===== src/rtl/zxkbd_pkg.sv =====
// Shared constants, receiver state type and the PS/2 set-2 to ZX Spectrum matrix map.
package zxkbd_pkg;

    localparam int unsigned NumRows = 8;
    localparam int unsigned NumCols = 5;

    localparam logic [2:0] CapsRow = 3'd0;
    localparam logic [2:0] CapsCol = 3'd0;
    localparam logic [2:0] SymRow  = 3'd7;
    localparam logic [2:0] SymCol  = 3'd1;

    localparam logic [7:0] PfxExt   = 8'hE0;
    localparam logic [7:0] PfxBrk   = 8'hF0;
    localparam logic [7:0] IgnBat   = 8'hAA;
    localparam logic [7:0] IgnAck   = 8'hFA;
    localparam logic [7:0] IgnEcho  = 8'hEE;
    localparam logic [7:0] IgnResnd = 8'hFE;
    localparam logic [7:0] IgnErr0  = 8'h00;
    localparam logic [7:0] IgnErr1  = 8'hFF;

    localparam logic [7:0] CodeCtrl = 8'h14;
    localparam logic [7:0] CodeAlt  = 8'h11;
    localparam logic [7:0] CodeDel  = 8'h71;

    typedef enum logic [1:0] {StIdle, StData, StParity, StStop} rx_state_e;

    typedef enum logic [1:0] {ModNone, ModCaps, ModSym} zx_mod_e;

    typedef struct packed {
        logic       valid;
        logic [2:0] row;
        logic [2:0] col;
        zx_mod_e    mod;
    } zx_key_t;

    function automatic logic is_ignored(input logic [7:0] code);
        return code inside {IgnBat, IgnAck, IgnEcho, IgnResnd, IgnErr0, IgnErr1};
    endfunction

    function automatic zx_key_t zx_key(input logic [2:0] row, input logic [2:0] col,
                                       input zx_mod_e mod);
        zx_key_t k;
        k.valid = 1'b1;
        k.row   = row;
        k.col   = col;
        k.mod   = mod;
        return k;
    endfunction

    function automatic zx_key_t ps2_to_zx(input logic ext, input logic [7:0] code);
        zx_key_t k;
        case ({ext, code})
            9'h012, 9'h059: k = zx_key(CapsRow, CapsCol, ModNone);
            9'h01C:         k = zx_key(3'd1, 3'd0, ModNone);
            9'h01A:         k = zx_key(3'd0, 3'd1, ModNone);
            9'h015:         k = zx_key(3'd2, 3'd0, ModNone);
            9'h016:         k = zx_key(3'd3, 3'd0, ModNone);
            9'h04D:         k = zx_key(3'd5, 3'd0, ModNone);
            9'h05A:         k = zx_key(3'd6, 3'd0, ModNone);
            9'h029:         k = zx_key(3'd7, 3'd0, ModNone);
            9'h014:         k = zx_key(SymRow, SymCol, ModNone);
            9'h066:         k = zx_key(3'd4, 3'd0, ModCaps);
            9'h16B:         k = zx_key(3'd3, 3'd4, ModCaps);
            9'h174:         k = zx_key(3'd4, 3'd2, ModCaps);
            9'h175:         k = zx_key(3'd4, 3'd3, ModCaps);
            9'h172:         k = zx_key(3'd4, 3'd4, ModCaps);
            default:        k = '0;
        endcase
        return k;
    endfunction

endpackage


===== src/rtl/ps2_keyb_if.sv =====
// PS/2 pins plus the ULA-facing keyboard read port; the keyboard is the slave side.
interface ps2_keyb_if;
    logic       ps2clk;
    logic       ps2data;
    logic [7:0] rows;
    logic [4:0] kbcols;
    logic       kbd_reset;
    logic [7:0] scancode;
    logic       scan_valid;

    modport master (output ps2clk, ps2data, rows,
                    input  kbcols, kbd_reset, scancode, scan_valid);
    modport slave  (input  ps2clk, ps2data, rows,
                    output kbcols, kbd_reset, scancode, scan_valid);
endinterface


===== src/rtl/ps2_rx.sv =====
// PS/2 byte receiver: pin synchronisers, clock glitch filter, frame FSM and mid-frame timeout.
module ps2_rx
    import zxkbd_pkg::*;
#(
    parameter int unsigned FILTER  = 8,
    parameter int unsigned TIMEOUT = 28000
) (
    input  logic       clk,
    input  logic       rst,
    input  logic       ps2clk,
    input  logic       ps2data,
    output logic [7:0] data_byte,
    output logic       byte_valid,
    output logic       frame_err
);
    localparam int unsigned FiltW = (FILTER > 1) ? $clog2(FILTER) : 1;
    localparam int unsigned TmoW  = (TIMEOUT > 1) ? $clog2(TIMEOUT) : 1;
    localparam logic [FiltW-1:0] FiltMax = FiltW'(FILTER - 1);
    localparam logic [TmoW-1:0]  TmoMax  = TmoW'(TIMEOUT - 1);

    logic [1:0]       clk_sync, dat_sync;
    logic             clk_filt;
    logic [FiltW-1:0] filt_cnt;
    logic             strobe, dbit;

    rx_state_e       state_q, state_d;
    logic [7:0]      shift_q, shift_d;
    logic [2:0]      bit_q, bit_d;
    logic            par_q, par_d;
    logic [TmoW-1:0] tmo_q, tmo_d;
    logic [7:0]      byte_d;
    logic            valid_d, err_d;

    always_ff @(posedge clk or posedge rst) begin
        if (rst) begin
            clk_sync <= 2'b11;
            dat_sync <= 2'b11;
            clk_filt <= 1'b1;
            filt_cnt <= '0;
        end else begin
            clk_sync <= {clk_sync[0], ps2clk};
            dat_sync <= {dat_sync[0], ps2data};
            if (clk_sync[1] == clk_filt) begin
                filt_cnt <= '0;
            end else if (filt_cnt == FiltMax) begin
                clk_filt <= clk_sync[1];
                filt_cnt <= '0;
            end else begin
                filt_cnt <= filt_cnt + 1'b1;
            end
        end
    end

    // Bit strobe is the cycle in which the filter accepts a falling edge.
    assign strobe = clk_filt && !clk_sync[1] && (filt_cnt == FiltMax);
    assign dbit   = dat_sync[1];

    always_comb begin
        state_d = state_q;
        shift_d = shift_q;
        bit_d   = bit_q;
        par_d   = par_q;
        tmo_d   = (state_q == StIdle || strobe) ? '0 : tmo_q + 1'b1;
        byte_d  = data_byte;
        valid_d = 1'b0;
        err_d   = 1'b0;
        case (state_q)
            StIdle: begin
                if (strobe && !dbit) begin
                    state_d = StData;
                    bit_d   = '0;
                end
            end
            StData: begin
                if (strobe) begin
                    shift_d = {dbit, shift_q[7:1]};
                    bit_d   = bit_q + 1'b1;
                    if (bit_q == 3'd7) state_d = StParity;
                end
            end
            StParity: begin
                if (strobe) begin
                    par_d   = dbit;
                    state_d = StStop;
                end
            end
            StStop: begin
                if (strobe) begin
                    if (dbit && ^{shift_q, par_q}) begin
                        valid_d = 1'b1;
                        byte_d  = shift_q;
                    end else begin
                        err_d = 1'b1;
                    end
                    state_d = StIdle;
                end
            end
            default: state_d = StIdle;
        endcase
        if (state_q != StIdle && !strobe && tmo_q == TmoMax) begin
            state_d = StIdle;
            tmo_d   = '0;
        end
    end

    always_ff @(posedge clk or posedge rst) begin
        if (rst) begin
            state_q    <= StIdle;
            shift_q    <= '0;
            bit_q      <= '0;
            par_q      <= 1'b0;
            tmo_q      <= '0;
            data_byte  <= '0;
            byte_valid <= 1'b0;
            frame_err  <= 1'b0;
        end else begin
            state_q    <= state_d;
            shift_q    <= shift_d;
            bit_q      <= bit_d;
            par_q      <= par_d;
            tmo_q      <= tmo_d;
            data_byte  <= byte_d;
            byte_valid <= valid_d;
            frame_err  <= err_d;
        end
    end
endmodule


===== src/rtl/ps2_keyb.sv =====
// PS/2 keyboard front end: scancode decoder, ZX 8x5 key matrix, column read-out and reset combo.
module ps2_keyb
    import zxkbd_pkg::*;
#(
    parameter int unsigned FILTER  = 8,
    parameter int unsigned TIMEOUT = 28000
) (
    input logic       clk,
    input logic       rst,
    ps2_keyb_if.slave kb
);
    logic [7:0] data_byte;
    logic       byte_valid, frame_err;

    logic [NumRows-1:0][NumCols-1:0] mat_q, mat_d;
    logic    ext_q, ext_d, brk_q, brk_d;
    logic    ctrl_q, ctrl_d, alt_q, alt_d;
    logic    kres_q, kres_d;
    zx_key_t key;
    logic [NumCols-1:0] cols;

    ps2_rx #(
        .FILTER  (FILTER),
        .TIMEOUT (TIMEOUT)
    ) u_rx (
        .clk        (clk),
        .rst        (rst),
        .ps2clk     (kb.ps2clk),
        .ps2data    (kb.ps2data),
        .data_byte  (data_byte),
        .byte_valid (byte_valid),
        .frame_err  (frame_err)
    );

    always_comb begin
        mat_d  = mat_q;
        ext_d  = ext_q;
        brk_d  = brk_q;
        ctrl_d = ctrl_q;
        alt_d  = alt_q;
        kres_d = 1'b0;
        key    = ps2_to_zx(ext_q, data_byte);
        if (frame_err) begin
            ext_d = 1'b0;
            brk_d = 1'b0;
        end else if (byte_valid) begin
            if (data_byte == PfxExt) begin
                ext_d = 1'b1;
            end else if (data_byte == PfxBrk) begin
                brk_d = 1'b1;
            end else begin
                ext_d = 1'b0;
                brk_d = 1'b0;
                if (!is_ignored(data_byte)) begin
                    // Modifier bit follows the key even if a physical Shift is still down.
                    if (key.valid) begin
                        mat_d[key.row][key.col] = !brk_q;
                        if (key.mod == ModCaps) mat_d[CapsRow][CapsCol] = !brk_q;
                        if (key.mod == ModSym)  mat_d[SymRow][SymCol]   = !brk_q;
                    end
                    if (data_byte == CodeCtrl) ctrl_d = !brk_q;
                    if (data_byte == CodeAlt)  alt_d  = !brk_q;
                    if (data_byte == CodeDel && !brk_q && ctrl_q && alt_q) kres_d = 1'b1;
                end
            end
        end
    end

    always_ff @(posedge clk or posedge rst) begin
        if (rst) begin
            mat_q  <= '0;
            ext_q  <= 1'b0;
            brk_q  <= 1'b0;
            ctrl_q <= 1'b0;
            alt_q  <= 1'b0;
            kres_q <= 1'b0;
        end else begin
            mat_q  <= mat_d;
            ext_q  <= ext_d;
            brk_q  <= brk_d;
            ctrl_q <= ctrl_d;
            alt_q  <= alt_d;
            kres_q <= kres_d;
        end
    end

    always_comb begin
        cols = '0;
        for (int r = 0; r < NumRows; r++) begin
            if (!kb.rows[r]) cols = cols | mat_q[r];
        end
    end

    assign kb.kbcols     = ~cols;
    assign kb.kbd_reset  = kres_q;
    assign kb.scancode   = data_byte;
    assign kb.scan_valid = byte_valid;
endmodule


===== src/flat_wrapper.sv =====
// flat-port wrapper written by rule: the top's interface ports become plain ports
module ps2_keyb_flat import zxkbd_pkg::*;
#(
    parameter int unsigned FILTER  = 8,
    parameter int unsigned TIMEOUT = 28000
)
  (clk, rst, kb_ps2clk, kb_ps2data, kb_rows, kb_kbcols, kb_kbd_reset, kb_scancode, kb_scan_valid);
  ps2_keyb_if kb_i ();
  input logic clk;
  input logic rst;
  input wire logic [$bits(kb_i.ps2clk)-1:0] kb_ps2clk;
  input wire logic [$bits(kb_i.ps2data)-1:0] kb_ps2data;
  input wire logic [$bits(kb_i.rows)-1:0] kb_rows;
  output wire logic [$bits(kb_i.kbcols)-1:0] kb_kbcols;
  output wire logic [$bits(kb_i.kbd_reset)-1:0] kb_kbd_reset;
  output wire logic [$bits(kb_i.scancode)-1:0] kb_scancode;
  output wire logic [$bits(kb_i.scan_valid)-1:0] kb_scan_valid;
  assign kb_i.ps2clk = kb_ps2clk;
  assign kb_i.ps2data = kb_ps2data;
  assign kb_i.rows = kb_rows;
  assign kb_kbcols = kb_i.kbcols;
  assign kb_kbd_reset = kb_i.kbd_reset;
  assign kb_scancode = kb_i.scancode;
  assign kb_scan_valid = kb_i.scan_valid;
  ps2_keyb #(.FILTER(FILTER), .TIMEOUT(TIMEOUT)) u_core (.clk(clk), .rst(rst), .kb(kb_i));
endmodule

===== config.mk =====
export PLATFORM = sky130hd
export DESIGN_NAME = ps2_keyb_flat
export DESIGN_NICKNAME = d
export VERILOG_FILES = /design/src/rtl/zxkbd_pkg.sv /design/src/rtl/ps2_keyb_if.sv /design/src/rtl/ps2_rx.sv /design/src/rtl/ps2_keyb.sv /design/src/flat_wrapper.sv
export SDC_FILE = /design/constraint.sdc
export NUM_CORES = 1
export LEC_CHECK = 0
export ABC_AREA = 1
export CAP_MARGIN = 20
export CORE_MARGIN = 1.5
export CORE_UTILIZATION = 30
export DETAILED_ROUTE_END_ITERATION = 7
export PLACE_DENSITY = 0.56
export REMOVE_ABC_BUFFERS = 1
export SLEW_MARGIN = 20
export SYNTH_ARGS = -nofsm -noshare
export SYNTH_HDL_FRONTEND = slang
export SYNTH_SLANG_ARGS = --single-unit

===== constraint.sdc =====
create_clock -name clk -period 10.2 [get_ports clk]
set_input_delay 2.55 -clock clk [delete_from_list [all_inputs] [get_ports clk]]
set_output_delay 2.55 -clock clk [all_outputs]
set_load 0.1 [all_outputs]

==> results.md <==
- The flow ran to the end, and the final reports show no timing, DRC or antenna violations.
- For this run, the top clock speed supported by timing is approximately 0.13 GHz.
- The launching element type of the critical path is a primary input.
- For the final routed database, the setup TNS stands at 0 ps.
- The clock period could shrink to 7590 ps.
- After detailed routing, the average wire length per cell comes to roughly 12 um.
- The detail route stage leaves a number of antenna-violating nets equal to 0.
- The count of final max-slew check failures is 0.
- The actual transition at the worst max-transition pin is 976 ps.
- The number of antenna repair diodes is 0.
- The first global-routing pass estimated ~18000 um of wire.
- In this run the cell area of the synthesized design comes to 0.00478 mm^2.
- The region available for standard cell placement spans about 0.015 mm^2.
- The share of total power dissipated in combinational logic is 0.121.
- In this run the static leakage power is 2.59 nW.
- The number of cells on the worst reg-to-reg path is 12.
- Among all cell types in the netlist, the one instantiated most often is nand2_1.
- The clock passes through at most 2 buffers.
- The internal power summed over all cells is between 500 and 600 uW.
- After detailed routing, the number of remaining DRC violations is 0.
- CTS placed an instance of clkbuf_16 at the clock tree root.
- The aggregate routed wire length is 10200 um.
- Yosys mapped a number of flops with a built-in enable equal to 0.
- The peak supply drop is 0.0000800 V.
- After clock tree synthesis, the flow added hold-fix buffers numbering 0.
- The count of instances resized after the clock tree is built is 0.
- The sequential-to-total area share from yosys stat is 0.483.
- Setup repair after global routing left no endpoint under its margin.
- A synthesized cell averages 8.04 um^2.
- The number of warnings issued by yosys is 0.
- The die area is roughly 0.017 mm^2.
- Of all flip-flops after synthesis, the portion carrying an async set or reset was 1.00.
- The count of distinct cell types in the synthesized netlist is 44.
- The clock input transition at the sequential cells of the worst setup and hold paths is about 70 ps.
- The horizontal die dimension is roughly 130 um.
- The maximum net fanout on the critical path is 4.
- Pin placement for this block handled 27 I/O pins.
- The combined flip-flop and latch cell area is roughly 0.0023 mm^2.
- The synthesized design contains 92 register bits.
- The share of the synthesized area in the top cell type is 0.455.
- The share of cells above drive strength 1 is 0.119.
- The tool flagged a number of max-cap violations equal to 0.
- Sorting the synthesized cells by how often they occur yields nand2_1, dfrtp_1, inv_1.
- The vertical extent of the die is between 100 and 150 um.
- The placer's final routability congestion estimate is around 0.87.
- The count of input and output buffers is 26.
- The arrival time at the worst endpoint is between 5000 and 6000 ps.
- For this run, the share of the core covered by cells in the final layout is 0.356.
- The average via count per standard cell is 4.54.
- The dominant synthesized flop cell is dfrtp_1.
- Synthesis handed over a netlist of 595 instances.
- The synthesis-to-layout area growth is 14.4%.
- The clock reaches the later pin of the worst-skew pair after approximately 350 ps.
- For this run the aggregate overflow at the end of global routing stands at 0.
- The CTS tree is done.
- The proportion of power drawn by the clock network is 0.398.
- The via count is ~3700.
- Of the available clock period, the critical path in the final layout requires 0.744.
- The number of global-route vias before repair was around 3600.
- The initial antenna violation count is 0.
- Setup violations remaining at the end of the flow were counted as 0.
- Clock tree synthesis found a total of 92 sinks.
- The number of iterations in the first detailed-routing pass is 4.
- The area of the multi-input gates is 0.00196 mm^2.
- Detailed placement finished with a half-perimeter wire length of 7780 um.
- Post-CTS timing repair inserted 0 buffers for setup.
- In the global route stage, overall resource usage came out at 0.135.
- The switching power share of the total is 0.282.
- The critical path is of the in2out type.
- The sequential share of power is 0.480.
- Counting the fill cells in the layout gives around 1600.
- Power spread over the standard cell area amounts to roughly 150 mW/mm^2.
- The worst pin sits at a relative slew slack of 0.348.
- The number of rows in the core area is 45.
- The switching power is ~230 uW.
- The number of levels the H-tree was split into is 3.
- The initial core utilization is 0.311.
- The endpoint required time on the critical path is 7650 ps.
- Counting instances, the worst hold path has a depth of 0.
- The total count of hold-check failures in the final report is 0.
- In this run, CTS created clock tree buffers numbering 9.
- After synthesis, the cell types taking the most area are dfrtp_1, nand2_1, inv_1, nor2_1, o21ai_0.
- The initial detailed-routing violation count is 213.
- The maximum number of pins on one net before global-route repair is 62.
- The final clock skew is 6.25 ps.
- The worst setup path is captured at an output port.
- The library cell occupying the most area in the post-synthesis netlist is dfrtp_1.
- The kind of path behind the tightest hold check is reg2reg.
- At the end of the flow, the number of nets in the layout was 624.
-- final timing paths --
path                                              start                 endpoint  slack [ps]
worst max-delay path                         kb_rows[0]             kb_kbcols[4]        2610
min in group asynchronous                           rst    u_core.u_rx.tmo_q[14]        2550
worst max register to register  u_core.u_rx.filt_cnt[0]    u_core.u_rx.tmo_q[14]        7950
max in group asynchronous                           rst      u_core.kb.kbd_reset        6500
worst min-delay path            u_core.u_rx.dat_sync[0]  u_core.u_rx.dat_sync[1]         360
worst min register to register  u_core.u_rx.dat_sync[0]  u_core.u_rx.dat_sync[1]         360
-- area by class of cell --
cell class / count / area share
clock buffer: 9 / 0.0412
clock inverter: 7 / 0.0117
inverter: 100 / 0.0693
multi-input combinational: 372 / 0.359
sequential: 92 / 0.422
tap: 211 / 0.0483
timing repair buffer: 27 / 0.0489
-- flip-flops by register name (all words and copies together) (netlist names), 2 cells and up --
name,flops
u_core.u_rx.dat_sync,2
u_core.u_rx.state_q,2
u_core.u_rx.tmo_q,15
u_core.u_rx.clk_sync,2
u_core.u_rx.bit_q,3
u_core.u_rx.filt_cnt,3
u_core.u_rx.data_byte,8
u_core.u_rx.shift_q,8
u_core.mat_q,40
-- cells by family after synthesis --
family                   Yosys count  share of synthesized area
AO/OA/AOI/OAI                     77                     0.0947
XOR/XNOR                           8                     0.0147
adder cells (fa/ha/maj)           10                     0.0262
buffers and inverters            131                      0.107
flip-flops                        92                      0.483
multiplexers                       1                    0.00209
AND/OR/NAND/NOR                  276                      0.273
-- worst max-delay path, cell delays in order --
cell and delay [ps]:
clkdlybuf4s50_1 480, inv_1 70, nand2_1 60, o21ai_0 90
a21oi_1 140, o221ai_1 140, a21oi_1 140, o21ai_0 110
a21oi_1 120, clkdlybuf4s50_1 1140
-- per-stage QoR --
stage | total power, mW | setup WS (ps) | hold slack, ps | instances | instance area [um^2]
4_1_cts | 0.832 | 2620 | 358 | 818 | 5470
5_1_grt | 0.867 | 2420 | 359 | 818 | 5470
2_1_floorplan | 0.472 | 223 | 345 | 564 | 4650
6_report | 0.818 | 2610 | 357 | 818 | 5470
3_3_place_gp | 0.495 | 2620 | 345 | 802 | 5180
3_5_place_dp | 0.501 | 2620 | 348 | 802 | 5180
-- power by group through the flow --
stage | Combinational (mW) | Clock, mW | Sequential [mW]
4_1_cts | 0.102 | 0.337 | 0.393
5_1_grt | 0.120 | 0.353 | 0.395
6_report | 0.0993 | 0.326 | 0.393
3_5_place_dp | 0.101 | 0 | 0.400
3_3_place_gp | 0.0959 | 0 | 0.399
2_1_floorplan | 0.0748 | 0 | 0.397
-- cells in the final DEF, fill, tap and decap left out, drive strengths merged, types with 10 or more instances in the layout --
| cell type | synthesis | layout |
|---|---|---|
| nand4 | 24 | 24 |
| nand3 | 33 | 33 |
| a21oi | 21 | 21 |
| nor2 | 63 | 63 |
| dfrtp | 87 | 87 |
| inv | 99 | 104 |
| nor3 | 11 | 11 |
| ha | 10 | 10 |
| o21ai | 37 | 37 |
| clkdlybuf4s50 | 0 | 26 |
| nand2 | 137 | 137 |
-- per-layer routing --
layer	up-vias	GRT usage	routed length, um
li1	1908	-	-
met1	1724	0.185	4960
met2	68	0.206	4610
met3	16	0.0347	426
met4	0	0.0489	198
met5	-	0	0
No activity file was read; power rests on OpenSTA's default activity.
